**config.mk**
```make
export PLATFORM = sky130hd
export DESIGN_NAME = vga_vu_bars
export DESIGN_NICKNAME = d
export VERILOG_FILES = /design/src/rtl/vga_vu_bars.sv
export SDC_FILE = /design/constraint.sdc
export NUM_CORES = 1
export LEC_CHECK = 0
export BUFFER_PORTS_ARGS = -buffer_cell sky130_fd_sc_hd__clkbuf_2
export CORE_MARGIN = 10
export CORE_UTILIZATION = 60
export DETAILED_ROUTE_END_ITERATION = 10
export GPL_TIMING_DRIVEN = 0
export PLACE_DENSITY = 0.78
export SETUP_SLACK_MARGIN = 0.02
export SYNTH_ARGS = -nofsm -noshare
export SYNTH_HDL_FRONTEND = slang
export SYNTH_SLANG_ARGS = --single-unit
```
**constraint.sdc**
```tcl
create_clock -name pixel_clock -period 5.3 [get_ports pixel_clock]
set_clock_uncertainty 0.2 [all_clocks]
set_input_delay 1.06 -clock pixel_clock [delete_from_list [all_inputs] [get_ports pixel_clock]]
set_output_delay 1.06 -clock pixel_clock [all_outputs]
set_load 0.01 [all_outputs]
```
**src/rtl/vga_vu_bars.sv**
```systemverilog
// VGA timing generator with an N-channel VU-meter bar renderer, RGB332 pixels.
// All outputs registered one cycle behind (h,v); free-running, no backpressure (level_valid is a capture strobe).
module vga_vu_bars #(
    parameter int         THADDR     = 640,
    parameter int         THFP       = 16,
    parameter int         THS        = 96,
    parameter int         THBP       = 48,
    parameter int         TVADDR     = 480,
    parameter int         TVFP       = 10,
    parameter int         TVS        = 2,
    parameter int         TVBP       = 33,
    parameter bit         H_POL      = 1'b0,
    parameter bit         V_POL      = 1'b0,
    parameter int         C_SIZE     = 10,
    parameter int         N_CH       = 2,
    parameter int         LVL_W      = 8,
    parameter int         BAR_GAP    = 32,
    parameter int         YEL_X      = 384,
    parameter int         RED_X      = 512,
    parameter int         PEAK_HOLD  = 30,
    parameter int         PEAK_DECAY = 4,
    parameter int         PEAK_W     = 2,
    parameter logic [7:0] BG         = 8'h00
) (
    input  logic                    pixel_clock,
    input  logic                    reset,
    input  logic [N_CH*LVL_W-1:0]   level,
    input  logic                    level_valid,
    output logic                    h_sync,
    output logic                    v_sync,
    output logic [2:0]              red,
    output logic [2:0]              green,
    output logic [1:0]              blue,
    output logic                    de,
    output logic                    frame_start
);

    localparam int HT     = THADDR + THFP + THS + THBP;
    localparam int VT     = TVADDR + TVFP + TVS + TVBP;
    localparam int BAR_H  = (TVADDR - (N_CH + 1) * BAR_GAP) / N_CH;
    localparam int HOLD_W = (PEAK_HOLD > 1) ? $clog2(PEAK_HOLD + 1) : 1;
    localparam int PROD_W = LVL_W + C_SIZE;

    typedef logic [C_SIZE-1:0] cnt_t;

    localparam cnt_t       H_LAST  = cnt_t'(HT - 1);
    localparam cnt_t       V_LAST  = cnt_t'(VT - 1);
    localparam cnt_t       DECAY   = cnt_t'(PEAK_DECAY);
    localparam logic [7:0] C_GREEN = {3'd3, 3'd7, 2'd0};
    localparam logic [7:0] C_YEL   = {3'd7, 3'd7, 2'd0};
    localparam logic [7:0] C_RED   = {3'd7, 3'd0, 2'd0};
    localparam logic [7:0] C_WHITE = 8'hFF;

    cnt_t                h;
    cnt_t                v;
    logic                frame_load;

    logic [LVL_W-1:0]    shadow  [N_CH];
    cnt_t                bar_len [N_CH];
    cnt_t                peak    [N_CH];
    logic [HOLD_W-1:0]   hold    [N_CH];
    cnt_t                len     [N_CH];
    cnt_t                decayed [N_CH];

    logic                hs_act;
    logic                vs_act;
    logic                active;
    logic [7:0]          pix;

    assign frame_load = (h == H_LAST) && (v == V_LAST);

    always_ff @(posedge pixel_clock or posedge reset) begin
        if (reset) begin
            h <= '0;
            v <= '0;
        end else if (h == H_LAST) begin
            h <= '0;
            v <= (v == V_LAST) ? '0 : v + 1'b1;
        end else begin
            h <= h + 1'b1;
        end
    end

    // Scaled length uses the full-width product so the shift never sees a truncated value.
    always_comb begin
        for (int c = 0; c < N_CH; c++) begin
            len[c]     = cnt_t'((PROD_W'(shadow[c]) * PROD_W'(THADDR)) >> LVL_W);
            decayed[c] = (peak[c] > DECAY) ? peak[c] - DECAY : '0;
        end
    end

    always_ff @(posedge pixel_clock or posedge reset) begin
        if (reset) begin
            for (int c = 0; c < N_CH; c++) begin
                shadow[c]  <= '0;
                bar_len[c] <= '0;
                peak[c]    <= '0;
                hold[c]    <= '0;
            end
        end else begin
            if (level_valid) begin
                for (int c = 0; c < N_CH; c++) begin
                    shadow[c] <= level[c*LVL_W +: LVL_W];
                end
            end
            if (frame_load) begin
                for (int c = 0; c < N_CH; c++) begin
                    bar_len[c] <= len[c];
                    if (len[c] >= peak[c]) begin
                        peak[c] <= len[c];
                        hold[c] <= HOLD_W'(PEAK_HOLD);
                    end else if (hold[c] != '0) begin
                        hold[c] <= hold[c] - 1'b1;
                    end else begin
                        peak[c] <= (len[c] > decayed[c]) ? len[c] : decayed[c];
                    end
                end
            end
        end
    end

    always_comb begin
        int  hi;
        int  vi;
        int  band_top;
        int  sel_len;
        int  sel_peak;
        logic in_band;

        hi       = int'(h);
        vi       = int'(v);
        band_top = 0;
        sel_len  = 0;
        sel_peak = 0;
        in_band  = 1'b0;

        hs_act = (hi >= THADDR + THFP) && (hi < THADDR + THFP + THS);
        vs_act = (vi >= TVADDR + TVFP) && (vi < TVADDR + TVFP + TVS);
        active = (hi < THADDR) && (vi < TVADDR);

        for (int c = 0; c < N_CH; c++) begin
            band_top = BAR_GAP + c * (BAR_H + BAR_GAP);
            if (vi >= band_top && vi < band_top + BAR_H) begin
                in_band  = 1'b1;
                sel_len  = int'(bar_len[c]);
                sel_peak = int'(peak[c]);
            end
        end

        pix = BG;
        if (in_band) begin
            // Peak marker is drawn over the bar and takes precedence.
            if (sel_peak >= PEAK_W && hi >= sel_peak - PEAK_W && hi < sel_peak) begin
                pix = C_WHITE;
            end else if (hi < sel_len) begin
                if (hi < YEL_X) begin
                    pix = C_GREEN;
                end else if (hi < RED_X) begin
                    pix = C_YEL;
                end else begin
                    pix = C_RED;
                end
            end
        end
        if (!active) begin
            pix = 8'h00;
        end
    end

    always_ff @(posedge pixel_clock or posedge reset) begin
        if (reset) begin
            h_sync      <= ~H_POL;
            v_sync      <= ~V_POL;
            red         <= '0;
            green       <= '0;
            blue        <= '0;
            de          <= 1'b0;
            frame_start <= 1'b0;
        end else begin
            h_sync               <= hs_act ? H_POL : ~H_POL;
            v_sync               <= vs_act ? V_POL : ~V_POL;
            {red, green, blue}   <= pix;
            de                   <= active;
            frame_start          <= (h == '0) && (v == '0);
        end
    end

endmodule

```
---- Yosys cells after proc, flatten, opt, wreduce, memory -nomap -nowiden ----
Index checks and enable logic that the tools add are counted.
word-level totals
  output and inout port bits .............. 12
  logic and storage cells ................. 99
  register bits ........................... 98
operators by class
  reduce and logical (&&, ||, !) cells .... 19
  order comparisons ....................... 22
  add/subtract/negate cells ............... 7
  equality and inequality tests ........... 4
  multipliers ............................. 2
  mux-type cells .......................... 28
operators by type and width
  operator               number
  $mux 10                12
  $lt 11x32->1           2
  $mux 32                2
  $lt 10x9->1 const B    4
  $mux 8                 5
  $ge 11x32->1           1
  $ge 32x3->1 const B    1
  $sub 32x3->32 const B  1
  $lt 10x10->1 const B   3
  $mux 5                 5
  $mul 8x3->11 const B   2
  $add 10x1->10 const B  2
  $eq 10x10->1 const B   2
  $ge 10x10->1           2
  $ge 10x9->1 const B    2
  $gt 10x10->1           2
  $gt 10x3->1 const B    2
  $logic_not 10->1       2
  $sub 10x3->10 const B  2
  $ge 10x10->1 const B   1
  $ge 10x6->1 const B    1
  $lt 10x8->1 const B    1
  $reduce_bool 5->1      2
  $sub 5x1->5 const B    2
  5 further kinds        21

---- Longest topological paths before layout ----
  depth after elaboration ................. 11
  mapped depth ............................ 19
  mapped depth without buffers ............ 17

---- Least setup slack after synthesis ----
Ideal clock, no wire load.
  path kind ............................... register to register
  from .................................... register shadow[11] (netlist bit)
  to ...................................... register peak[13] (netlist bit)
  setup time .............................. 0.124 ns
  arrival time ............................ 3.699 ns
  path slack .............................. 1.277 ns
  period minus slack after synthesis ...... 4.023 ns
  stages on the path, launching flop included .. 17
  cells stage by stage .................... dfrtp_1 ha_1 ha_1 inv_1 fa_1 nor2b_1 o21a_1 o21a_1 o311ai_0 ha_1 o21a_1 o21a_1 o311ai_1 a31o_1 buf_2 nor2_1 a211o_1
RTL lines
  item                              line  text
  start: declaration                58    logic [LVL_W-1:0] shadow [N_CH];
  start signal: indexed assignment  103   shadow[c] <= level[c*LVL_W +: LVL_W];
  end signal: indexed assignment    110   peak[c] <= len[c];
  end signal: indexed assignment    115   peak[c] <= (len[c] > decayed[c]) ? len[c] : decayed[c];
  end: declaration                  60    cnt_t peak [N_CH];

==> impl_metrics.py <==
metrics = {
    "clocking": {
        "clock-root-buffer": "clkbuf_16",
        "holdBufCountCts": 0,
        "cts_tree": "yes",
        "clock_latency_ns": 0.36,
        "cts_setup_buffers": 0,
        "clockBufferDepth": 2,
        "htreeDepth": 3,
        "cts_made_buffers": 9,
        "cts-resized-gates": 0,
        "numClockSinks": 94,
        "clk_pin_slew_worst_paths_ns": 0.07,
    },
    "layout": {
        "regArea_um2": 2350,
        "multi_input_area_um2": 4780,
        "final_nets": 1048,
        "syn_to_final_growth_pct": 9.41,
        "drive_above_1_share_pct": 8.95,
        "antenna_cells": 0,
        "post-route-util_pct": 67.6,
        "fillCellCount": 1022,
    },
    "yosys": {
        "synth_fa_ha_area_share_pct": 18.1,
        "synth_top_family_by_area": "simple AND/OR/NAND/NOR gates",
        "netlist_instances": 881,
        "synthMuxAreaShare_pct": 2.22,
        "synth_xor_xnor_area_share_pct": 3.51,
        "async_flop_share_pct": 100,
        "syn_nets": 1007,
        "avgSynthCellArea_um2": 8.49,
        "synth-simple-area-share_pct": 21.7,
        "synth_cell_types": 69,
        "ys_seq_elements": 94,
        "synth_flop_cell": "dfrtp_1",
        "netlist_area_um2": 7480,
        "ys_warn_count": 0,
        "ys_seq_area_share_pct": 31.5,
        "synth_compound_area_share_pct": 18.4,
        "synth_edf_count": 0,
    },
    "drt": {
        "drtAntennaViolNets": 0,
        "dr.first_iter.drc_count": 593,
        "wire_per_inst_um": 17.5,
        "drt_pass1_iterations": 5,
        "vias": 6734,
        "via_per_inst": 6.15,
        "drc": 0,
        "wl_um": 19100,
    },
    "sta": {
        "worst_pin_slew_ns": 1.11,
        "setup_tns_ns": 0,
        "slew_violations": 0,
        "grt_setup_unrepaired": "false",
        "max_freq_mhz": 202,
        "setup_viol": 0,
        "slew_headroom_pct": 24.9,
        "period_share_pct": 93.5,
        "hold_viol_final": 0,
        "period_needed_ns": 4.96,
    },
    "floorplan": {
        "fp.dieW_um": 132,
        "coreArea_um2": 12100,
        "dieArea_um2": 17300,
        "die_y_um": 132,
        "rows": 40,
        "initial_utilization_pct": 61.8,
        "io_pins": 31,
    },
    "grt": {
        "grt_antenna_before_repair": 0,
        "grt_use_total_pct": 22.2,
        "grt_max_degree": 52,
        "grt_pass1_vias": 6585,
        "grt_pass1_wl_um": 32400,
        "overflow": 0,
    },
    "critical_path": {
        "worstPathRequired_ns": 5.34,
        "worstSetupStartpointType": "register",
        "cp_slowest_cell": "o311ai_0",
        "crit_top_cell": "ha_1",
        "endpoint_kind": "register",
        "path_delay_family": "compound AO/OA/AOI/OAI gates",
        "arrival_ns": 5.00,
        "crit_buf_inv": 2,
        "critical_path.startpoint": "shadow[11]$_DFFE_PP0P_",
        "reg2reg_from": "shadow[11]$_DFFE_PP0P_",
        "max_stage_delay_ns": 0.94,
        "crit_path_max_fanout": 10,
        "path_cells": "ha_1 > ha_1 > inv_1 > fa_1 > nor2b_1 > o21a_1 > o21a_1 > o311ai_0 > ha_1 > and4_1 > nand4_1 > o21ai_0 > a21oi_1 > clkbuf_1 > nor4_1 > a211o_1",
        "critical_path_class": "register to register",
    },
    "power_and_ir_drop": {
        "p_leak_nw": 3.71,
        "vdd_ir_drop_max_mv": 0.216,
        "p_per_area_nw_per_um2": 253,
    },
    "placement": {
        "dp.final_hpwl_um": 14800,
        "globalplace.congestion": 0.987,
        "portBuffers": 29,
    },
    "min_path": {
        "hp-class": "register to register",
        "worstHoldStart": "bar_len[12]$_DFFE_PP0P_",
    },
    "run_status": {
        "outcome": "finished, final reports clean",
    },
    "run": {
        "cap_violations": 0,
    },
}
-- stage by stage --
step           std cells  setup WS, ns  hold slack (ns)  power, mW  instance area [um^2]
6_report            1095         0.344            0.278       2.07                  8190
5_1_grt             1095        0.0703            0.304       2.19                  8190
3_3_place_gp        1078         0.418            0.261       1.35                  7840
4_1_cts             1095         0.420            0.280       2.06                  8190
3_5_place_dp        1079         0.477            0.262       1.37                  7870
2_1_floorplan        881          1.28            0.244       1.20                  7480
-- worst paths after layout --
| kind | end | slack (ns) | depth (start not counted) |
|---|---|---|---|
| setup / recovery | peak[13]$_DFFE_PP0P_ | 0.34 | 16 |
| hold / removal | bar_len[12]$_DFFE_PP0P_ | 0.28 | 2 |
| setup reg to reg | peak[13]$_DFFE_PP0P_ | 0.34 | 16 |
| hold reg to reg | bar_len[12]$_DFFE_PP0P_ | 0.28 | 2 |
| max in group asynchronous | shadow[13]$_DFFE_PP0P_ | 3.71 | 3 |
| min in group asynchronous | hold[0]$_DFFE_PP0P_ | 0.55 | 2 |
-- flip-flops by register name, indices dropped and copies added (netlist names) --
| register | flops |
|---|---|
| bar_len | 20 |
| blue | 1 |
| de | 1 |
| frame_start | 1 |
| green | 1 |
| h | 10 |
| h_sync | 1 |
| hold | 10 |
| peak | 20 |
| red | 2 |
| shadow | 16 |
| v | 10 |
| v_sync | 1 |
-- routing by layer --
layer | global-route usage [%] | up-vias | share of wire [%]
li1 | - | 3257 | -
met2 | 35.6 | 254 | 45
met1 | 28.7 | 3165 | 45
met5 | 0 | - | 0
met4 | 9.02 | 0 | 3.6
met3 | 4.31 | 58 | 6.9
-- placed cells by master, fill, tap and decap left out, types with 7 or more instances in the layout --
master | synthesis | routed
a211oi_1 | 11 | 11
dfrtp_1 | 92 | 92
ha_1 | 105 | 105
mux2_2 | 13 | 13
xnor2_1 | 21 | 21
and3_1 | 7 | 7
clkbuf_2 | 1 | 30
o21ai_0 | 48 | 48
nand2_1 | 142 | 142
or3_1 | 10 | 10
a31oi_1 | 13 | 13
xor2_1 | 9 | 9
o21a_1 | 10 | 10
inv_1 | 50 | 49
clkbuf_16 | 0 | 9
o211ai_1 | 20 | 20
nand2b_1 | 14 | 14
nand4_1 | 8 | 8
clkbuf_1 | 26 | 26
a21oi_1 | 48 | 48
nor4_1 | 8 | 8
nor3_1 | 25 | 25
nor2b_1 | 9 | 9
a21o_1 | 12 | 12
nor2_1 | 53 | 53
nand3_1 | 32 | 32
-- worst min-delay path: stages, from the launching register on --
cell and delay [ns]:
dfrtp_1 0.34, nand2_1 0.05, nand2_1 0.06
-- kinds of logic after synthesis --
logic type / count (synthesis)
adders and majority gates: 107
AOI/OAI and AO/OA: 209
xor gates and xnor gates: 30
muxes: 15
and+or+nand+nor: 339
DFF: 94
buffers and inverters: 87
-- cells in the mapped netlist, drive strengths merged, types with 10 or more instances --
cell	n	share of area, %
ha	105	18
o21ai	49	3.3
o21a	10	1.0
nand3	32	2.1
nor3	25	1.7
nor2	53	2.7
xnor2	21	2.5
a21oi	48	3.2
buf	10	0.79
nand2	142	7.1
o211ai	20	2.0
inv	50	2.5
mux2	13	2.0
nand2b	14	1.2
clkbuf	27	1.4
or3	10	0.84
a211oi	12	1.3
a31oi	14	1.3
a21o	12	1.2
dfrtp	92	31
-- where the power goes --
group          switching, mW  total, mW  internal, mW
Clock                  0.309      0.696         0.386
Sequential            0.0117      0.741         0.729
Combinational          0.403      0.634         0.230
Total                  0.724       2.07          1.35
-- layout make-up --
cell class              count  share of cell area (%)
plain buffers              37                    1.97
inverters                  50                    2.32
clock inverters             6                   0.978
clock buffers              10                    2.92
multi-input cells         700                    58.4
flip-flops and latches     94                    28.8
well taps                 168                    2.57
repair buffers             30                    2.11
No activity file was read; power rests on OpenSTA's default activity.
